--- src/rtl/fp_add_seq_ctrl_pkg.sv ---
// Shared definitions for the FP adder sequencer: state encodings and default sizing.
package fp_add_seq_ctrl_pkg;

    typedef enum logic [2:0] {
        ST_IDLE     = 3'd0,
        ST_LOAD     = 3'd1,
        ST_ADD      = 3'd2,
        ST_WAIT_ADD = 3'd3,
        ST_WRITE    = 3'd4,
        ST_DRAIN    = 3'd5
    } state_t;

    localparam int unsigned FP_WIDTH_DEF       = 16;
    localparam int unsigned FP_ADD_TIMEOUT_DEF = 32;
    localparam int unsigned FP_CNT_W_DEF       = 6;

endpackage

--- src/rtl/fp_add_bit_counter.sv ---
// Up-counter shared by the LOAD, WAIT_ADD-timeout and DRAIN phases; done flags cnt == term_in.
module fp_add_bit_counter
    import fp_add_seq_ctrl_pkg::*;
#(
    parameter int unsigned CNT_W = FP_CNT_W_DEF
) (
    input  logic             clk_in,
    input  logic             rst_n_in,
    input  logic             clr,
    input  logic             en,
    input  logic [CNT_W-1:0] term_in,
    output logic             done
);

    logic [CNT_W-1:0] r_cnt;

    // Clear wins over enable so each phase starts counting from zero.
    always_ff @(posedge clk_in or negedge rst_n_in) begin
        if (!rst_n_in) begin
            r_cnt <= '0;
        end else if (clr) begin
            r_cnt <= '0;
        end else if (en) begin
            r_cnt <= r_cnt + CNT_W'(1);
        end
    end

    assign done = (r_cnt == term_in);

endmodule

--- src/rtl/fp_add_seq_ctrl.sv ---
// Sequencer for the serial half-precision FP adder: load -> add -> write -> drain.
// Optional WAIT_ADD abort timer enabled by defining FP_ADD_TIMEOUT_EN.
module fp_add_seq_ctrl
    import fp_add_seq_ctrl_pkg::*;
#(
    parameter int unsigned WIDTH       = FP_WIDTH_DEF,
    parameter int unsigned ADD_TIMEOUT = FP_ADD_TIMEOUT_DEF,
    parameter int unsigned CNT_W       = FP_CNT_W_DEF
) (
    input  logic clk_in,
    input  logic rst_n_in,
    input  logic op_valid_in,
    output logic op_ready,
    output logic in_shift_en,
    output logic add_start,
    input  logic add_done_in,
    output logic out_wr,
    input  logic output_rdy_in,
    input  logic output_read_in,
    output logic out_read,
    output logic busy,
    output logic timeout_err
);

    state_t             r_state;
    state_t             w_state_next;
    logic               w_cnt_clr;
    logic               w_cnt_en;
    logic               w_cnt_done;
    logic [CNT_W-1:0]   w_cnt_term;
`ifdef FP_ADD_TIMEOUT_EN
    logic               w_timeout;
    logic               r_timeout_err;
`endif

    // output_rdy_in is informational only: an empty output register does not shorten DRAIN.
    logic w_unused;
    assign w_unused = &{1'b0, output_rdy_in, (ADD_TIMEOUT != 0)};

    always_ff @(posedge clk_in or negedge rst_n_in) begin
        if (!rst_n_in) begin
            r_state <= ST_IDLE;
        end else begin
            r_state <= w_state_next;
        end
    end

    always_comb begin
        w_state_next = r_state;
        w_cnt_en     = 1'b0;
        w_cnt_term   = CNT_W'(WIDTH - 1);
`ifdef FP_ADD_TIMEOUT_EN
        w_timeout    = 1'b0;
`endif
        case (r_state)
            ST_IDLE: begin
                if (op_valid_in) w_state_next = ST_LOAD;
            end
            ST_LOAD: begin
                w_cnt_en = 1'b1;
                if (w_cnt_done) w_state_next = ST_ADD;
            end
            ST_ADD: begin
                w_state_next = ST_WAIT_ADD;
            end
            ST_WAIT_ADD: begin
`ifdef FP_ADD_TIMEOUT_EN
                w_cnt_en   = 1'b1;
                w_cnt_term = CNT_W'(ADD_TIMEOUT - 1);
                // A result arriving on the expiry cycle still completes the op.
                if (add_done_in) begin
                    w_state_next = ST_WRITE;
                end else if (w_cnt_done) begin
                    w_state_next = ST_IDLE;
                    w_timeout    = 1'b1;
                end
`else
                if (add_done_in) w_state_next = ST_WRITE;
`endif
            end
            ST_WRITE: begin
                w_state_next = ST_DRAIN;
            end
            ST_DRAIN: begin
                w_cnt_en = output_read_in;
                if (output_read_in && w_cnt_done) w_state_next = ST_IDLE;
            end
            default: begin
                w_state_next = ST_IDLE;
            end
        endcase
    end

    assign w_cnt_clr = (w_state_next != r_state);

    fp_add_bit_counter #(
        .CNT_W (CNT_W)
    ) u_bit_counter (
        .clk_in   (clk_in),
        .rst_n_in (rst_n_in),
        .clr      (w_cnt_clr),
        .en       (w_cnt_en),
        .term_in  (w_cnt_term),
        .done     (w_cnt_done)
    );

`ifdef FP_ADD_TIMEOUT_EN
    always_ff @(posedge clk_in or negedge rst_n_in) begin
        if (!rst_n_in) begin
            r_timeout_err <= 1'b0;
        end else if (r_state == ST_IDLE && op_valid_in) begin
            r_timeout_err <= 1'b0;
        end else if (w_timeout) begin
            r_timeout_err <= 1'b1;
        end
    end
    assign timeout_err = r_timeout_err;
`else
    assign timeout_err = 1'b0;
`endif

    assign op_ready    = (r_state == ST_IDLE);
    assign busy        = (r_state != ST_IDLE);
    assign in_shift_en = (r_state == ST_LOAD);
    assign add_start   = (r_state == ST_ADD);
    assign out_wr      = (r_state == ST_WRITE);
    assign out_read    = output_read_in & (r_state == ST_DRAIN);

endmodule

--- config.mk ---
export PLATFORM = sky130hd
export DESIGN_NAME = fp_add_seq_ctrl
export DESIGN_NICKNAME = d
export VERILOG_FILES = /design/src/rtl/fp_add_seq_ctrl_pkg.sv /design/src/rtl/fp_add_bit_counter.sv /design/src/rtl/fp_add_seq_ctrl.sv
export SDC_FILE = /design/constraint.sdc
export NUM_CORES = 1
export LEC_CHECK = 0
export ABC_CLOCK_PERIOD_IN_PS = 4150
export CAP_MARGIN = 20
export CORE_AREA = 2 2 39 41
export DETAILED_ROUTE_END_ITERATION = 16
export DIE_AREA = 0 0 41 43
export GPL_TIMING_DRIVEN = 0
export PLACE_DENSITY = 0.8
export SETUP_SLACK_MARGIN = 0.3
export SYNTH_ARGS = -nofsm -noshare
export SYNTH_HDL_FRONTEND = slang
export SYNTH_SLANG_ARGS = --single-unit
--- constraint.sdc ---
create_clock -name clk_in -period 4.15 [get_ports clk_in]
set_clock_uncertainty 0.2 [all_clocks]
set_input_delay 0.83 -clock clk_in [delete_from_list [all_inputs] [get_ports clk_in]]
set_output_delay 0.83 -clock clk_in [all_outputs]
set_load 0.05 [all_outputs]
==> summary.md <==
| Metric | Value |
|---|---|
| Flip-flop and latch area | `225 µm²` |
| Part of the power in the clock network | `14.4%` |
| Insertion delay of the later-clocked pin in the worst-skew pair | `0.27 ns` |
| Vertical die dimension | `43 µm` |
| Clock period minus worst slack | `3.35 ns` |
| Worst Hold Class | `reg -> reg` |
| Number of placement rows | `14` |
| Unrepaired setup endpoints after global routing | `no` |
| Starting DRT DRC Count | `11` |
| Standard cell with the maximum stage delay on the critical path | `sky130_fd_sc_hd__clkdlybuf4s50_1` |
| Initial core utilization | `43.2%` |
| Startpoint type of the worst setup path | `input port` |
| Seq pwr share | `33.9%` |
| Proportion of synthesized chip area in sequential cells | `37.7%` |
| Fin crit share | `80.6%` |
| Die outline area | `1760 µm²` |
| Total of hold buffers inserted after clock tree synthesis | `0` |
| # Post-CTS Setup Buffers | `0` |
| Max-Slew Margin vs Limit | `58.3%` |
| Critical Path Sink Type | `output port` |
| H-tree level count | `1` |
| Proportion of netlist area held by the largest area contributor | `37.7%` |
| GRT Residual Overflow | `0` |
| Maximum number of pins on one net before global-route repair | `11` |
| Cell area after placement | `718 µm²` |
| Final-report max-slew violation count | `0` |
| P_int | `0.260 mW` |
| Post-synthesis area per instance | `9.06 µm²` |
| Number of synthesized register bits | `9` |
| CTS tree | `done` |
| Worst Tran Pin Value | `0.616 ns` |
| Number of failing setup endpoints in the final timing report | `0` |
| Vias per inst | `5.48` |
| Fraction of registers with async set/reset | `100%` |
| Weighted congestion at the end of routability-driven global placement | `0.728` |
| Vias after detailed routing | `526` |
| Crit Path Class | `in -> out` |
| Net switching power | `0.210 mW` |
| Post-layout utilization of the core | `53.9%` |
| Data required time at the worst endpoint | `3.12 ns` |
| Post-synth EDFFs | `0` |
| First-pass GRT wire length | `1920 µm` |
| Cell type with the largest total area after synthesis | `sky130_fd_sc_hd__dfrtp_1` |
| Max Cap Viol | `0` |
| Layout fillers | `136` |
| Overall global routing resource usage | `15.8%` |
| Worst endpoint data arrival time | `2.32 ns` |
| Initial antenna violation count | `0` |
| Remaining DRCs | `0` |
| Switching power as a share of total power | `44.7%` |
| Worst IR drop on VDD | `0.000265 V` |
| DIE WIDTH | `41 µm` |
| Setup TNS | `0 ns` |
| Deepest clock path buffer count | `2` |
| Num CTS Buffers | `3` |
| Hold Violations, Final | `0` |
| Placeable core area | `1380 µm²` |
| Synth Warn # | `0` |
| 1st-pass router iterations | `4` |
| Run status | `complete, no violations` |
| Total area of multi-input combinational cells | `338 µm²` |
| Final net count | `88` |
| Final routed wire length divided by cell count | `12.4 µm` |
| Number of buffer and inverter instances along the worst setup path | `2` |
| Number of top-level pins | `13` |
| Peak clock frequency supported by timing | `0.299 GHz` |
| Via count of the first global-routing pass | `451` |
| Antenna Nets Post-Route | `0` |
| Synth Net Count | `73` |
| Most used cell along the critical path | `sky130_fd_sc_hd__clkdlybuf4s50_1` |
| Series of cell instances along the critical path | `clkdlybuf4s50_1 -> and3_2 -> clkdlybuf4s50_1` |
| Area growth from synthesis to layout | `24.7%` |
| DRT Wirelength | `1190 µm` |
| Cell area after technology mapping | `598 µm²` |
| Dominant synthesized flop cell | `sky130_fd_sc_hd__dfrtp_1` |
| Clk Tree Root Cell | `sky130_fd_sc_hd__clkbuf_4` |
| PostCTS Resize Cnt | `0` |
| Clock-pin slew on the worst setup and hold paths | `0.06 ns` |
| TritonCTS sink count | `9` |
| Top post-synthesis cells by area | `sky130_fd_sc_hd__dfrtp_1 38%, sky130_fd_sc_hd__a21oi_1 5.0%, sky130_fd_sc_hd__nor2_1 4.4%, sky130_fd_sc_hd__nand2b_1 4.2%, sky130_fd_sc_hd__nand2_1 3.1%` |
| Layout cell share with drive strength beyond 1 | `22.5%` |
| Part of the power in combinational logic | `51.8%` |
| Crit-path max cell delay | `0.79 ns` |
| DPL Wire Length | `928 µm` |
| Total leakage power | `0.311 nW` |
| Cell variety after synth | `36` |
| Cell count after synthesis | `66` |
| Cell class contributing the biggest share of worst-path delay | `buffers and inverters` |
| Final design instance area without fill | `746 µm²` |
| Antenna Cells | `0` |
| Count of port buffers added during placement | `10` |
| Worst Path Max Fanout | `4` |
| Power per standard cell area | `631 nW/µm²` |
layout make-up:
type,count,share of cell area [%]
Buffer,4,3.69
Clock buffer,3,3.02
Inverter,2,1.01
Multi-Input combinational cell,51,45.3
Timing Repair Buffer,10,13.4
Tap cell,16,2.68
Sequential cell,9,30.2
Clock inverter,1,0.671
metrics by stage:
| stage | std cells | setup WS (ns) | hold WS, ns | total power, mW |
|---|---|---|---|---|
| after floorplan | 66 | 1.35 | 0.290 | 0.343 |
| after global placement | 92 | 0.806 | 0.321 | 0.396 |
| after detailed placement | 92 | 0.817 | 0.340 | 0.404 |
| after CTS | 96 | 0.810 | 0.347 | 0.473 |
| after global routing | 96 | 0.770 | 0.376 | 0.509 |
| final | 96 | 0.804 | 0.336 | 0.470 |
Yosys cell counts (all sizes together) (2+ instances only):
library cell,count
inv,2
nand2b,5
o21ai,2
or3,2
nand3,2
a211oi,2
nand2,6
nor3,2
a21oi,7
dfrtp,9
nor2,7
buf,3
and3,2
sequential cells by signal, indices dropped and copies added, names as in the netlist:
name                 flops
r_state                  3
u_bit_counter.r_cnt      6
worst reg2reg max path, stage by stage, from the launching register on:
cell	delay, ns
sky130_fd_sc_hd__dfrtp_1	0.39
sky130_fd_sc_hd__ha_1	0.24
sky130_fd_sc_hd__nor4b_1	0.54
sky130_fd_sc_hd__and3_2	0.27
sky130_fd_sc_hd__o22ai_1	0.06
routing by layer:
metal / up-vias / global-route usage [%] / share of wire, %
li1: 259 / - / -
met1: 251 / 20.7 / 43
met2: 13 / 24.4 / 50
met3: 3 / 3.14 / 5.1
met4: 0 / 6.00 / 1.6
met5: - / 0 / 0
power by group through the flow:
stage	Clock, mW	Sequential, mW	Combinational (mW)
2_1_floorplan	0	0.152	0.192
3_3_place_gp	0	0.159	0.237
3_5_place_dp	0	0.161	0.243
4_1_cts	0.0682	0.159	0.245
5_1_grt	0.0743	0.164	0.271
6_report	0.0676	0.159	0.243
placed cells by master (no fill, tap or decap), types with 2 or more instances in the layout:
cell type / n
sky130_fd_sc_hd__clkbuf_4: 3
sky130_fd_sc_hd__and3_2: 2
sky130_fd_sc_hd__nand2b_1: 4
sky130_fd_sc_hd__nand2_1: 5
sky130_fd_sc_hd__nor3_1: 2
sky130_fd_sc_hd__a21oi_1: 6
sky130_fd_sc_hd__nor2_1: 7
sky130_fd_sc_hd__o21ai_0: 2
sky130_fd_sc_hd__dfrtp_1: 9
sky130_fd_sc_hd__clkdlybuf4s50_1: 10
sky130_fd_sc_hd__inv_1: 2
cells by family after synthesis:
family          Yosys count  synth area share (%)
compound gates           13                  13.8
fa+ha+maj                 1                  2.09
xor+xnor                  2                  2.93
flops                     9                  37.7
simple gates             34                  37.0
other cells               1                 0.627
buf+inv                   6                  5.86
path summary, 6_finish.rpt:
check	startpoint	end	slack, ns	cells past startpoint
worst min register to register	u_bit_counter.r_cnt[3]	u_bit_counter.r_cnt[3]	0.34	1
max in group asynchronous	rst_n_in	u_bit_counter.r_cnt[5]	2.82	1
worst max register to register	u_bit_counter.r_cnt[0]	r_state[2]	2.32	4
worst min-delay path	u_bit_counter.r_cnt[3]	u_bit_counter.r_cnt[3]	0.34	1
min in group asynchronous	rst_n_in	u_bit_counter.r_cnt[2]	0.65	1
worst max-delay path	output_read_in	out_read	0.80	3
Power figures use the tool's default switching activity.
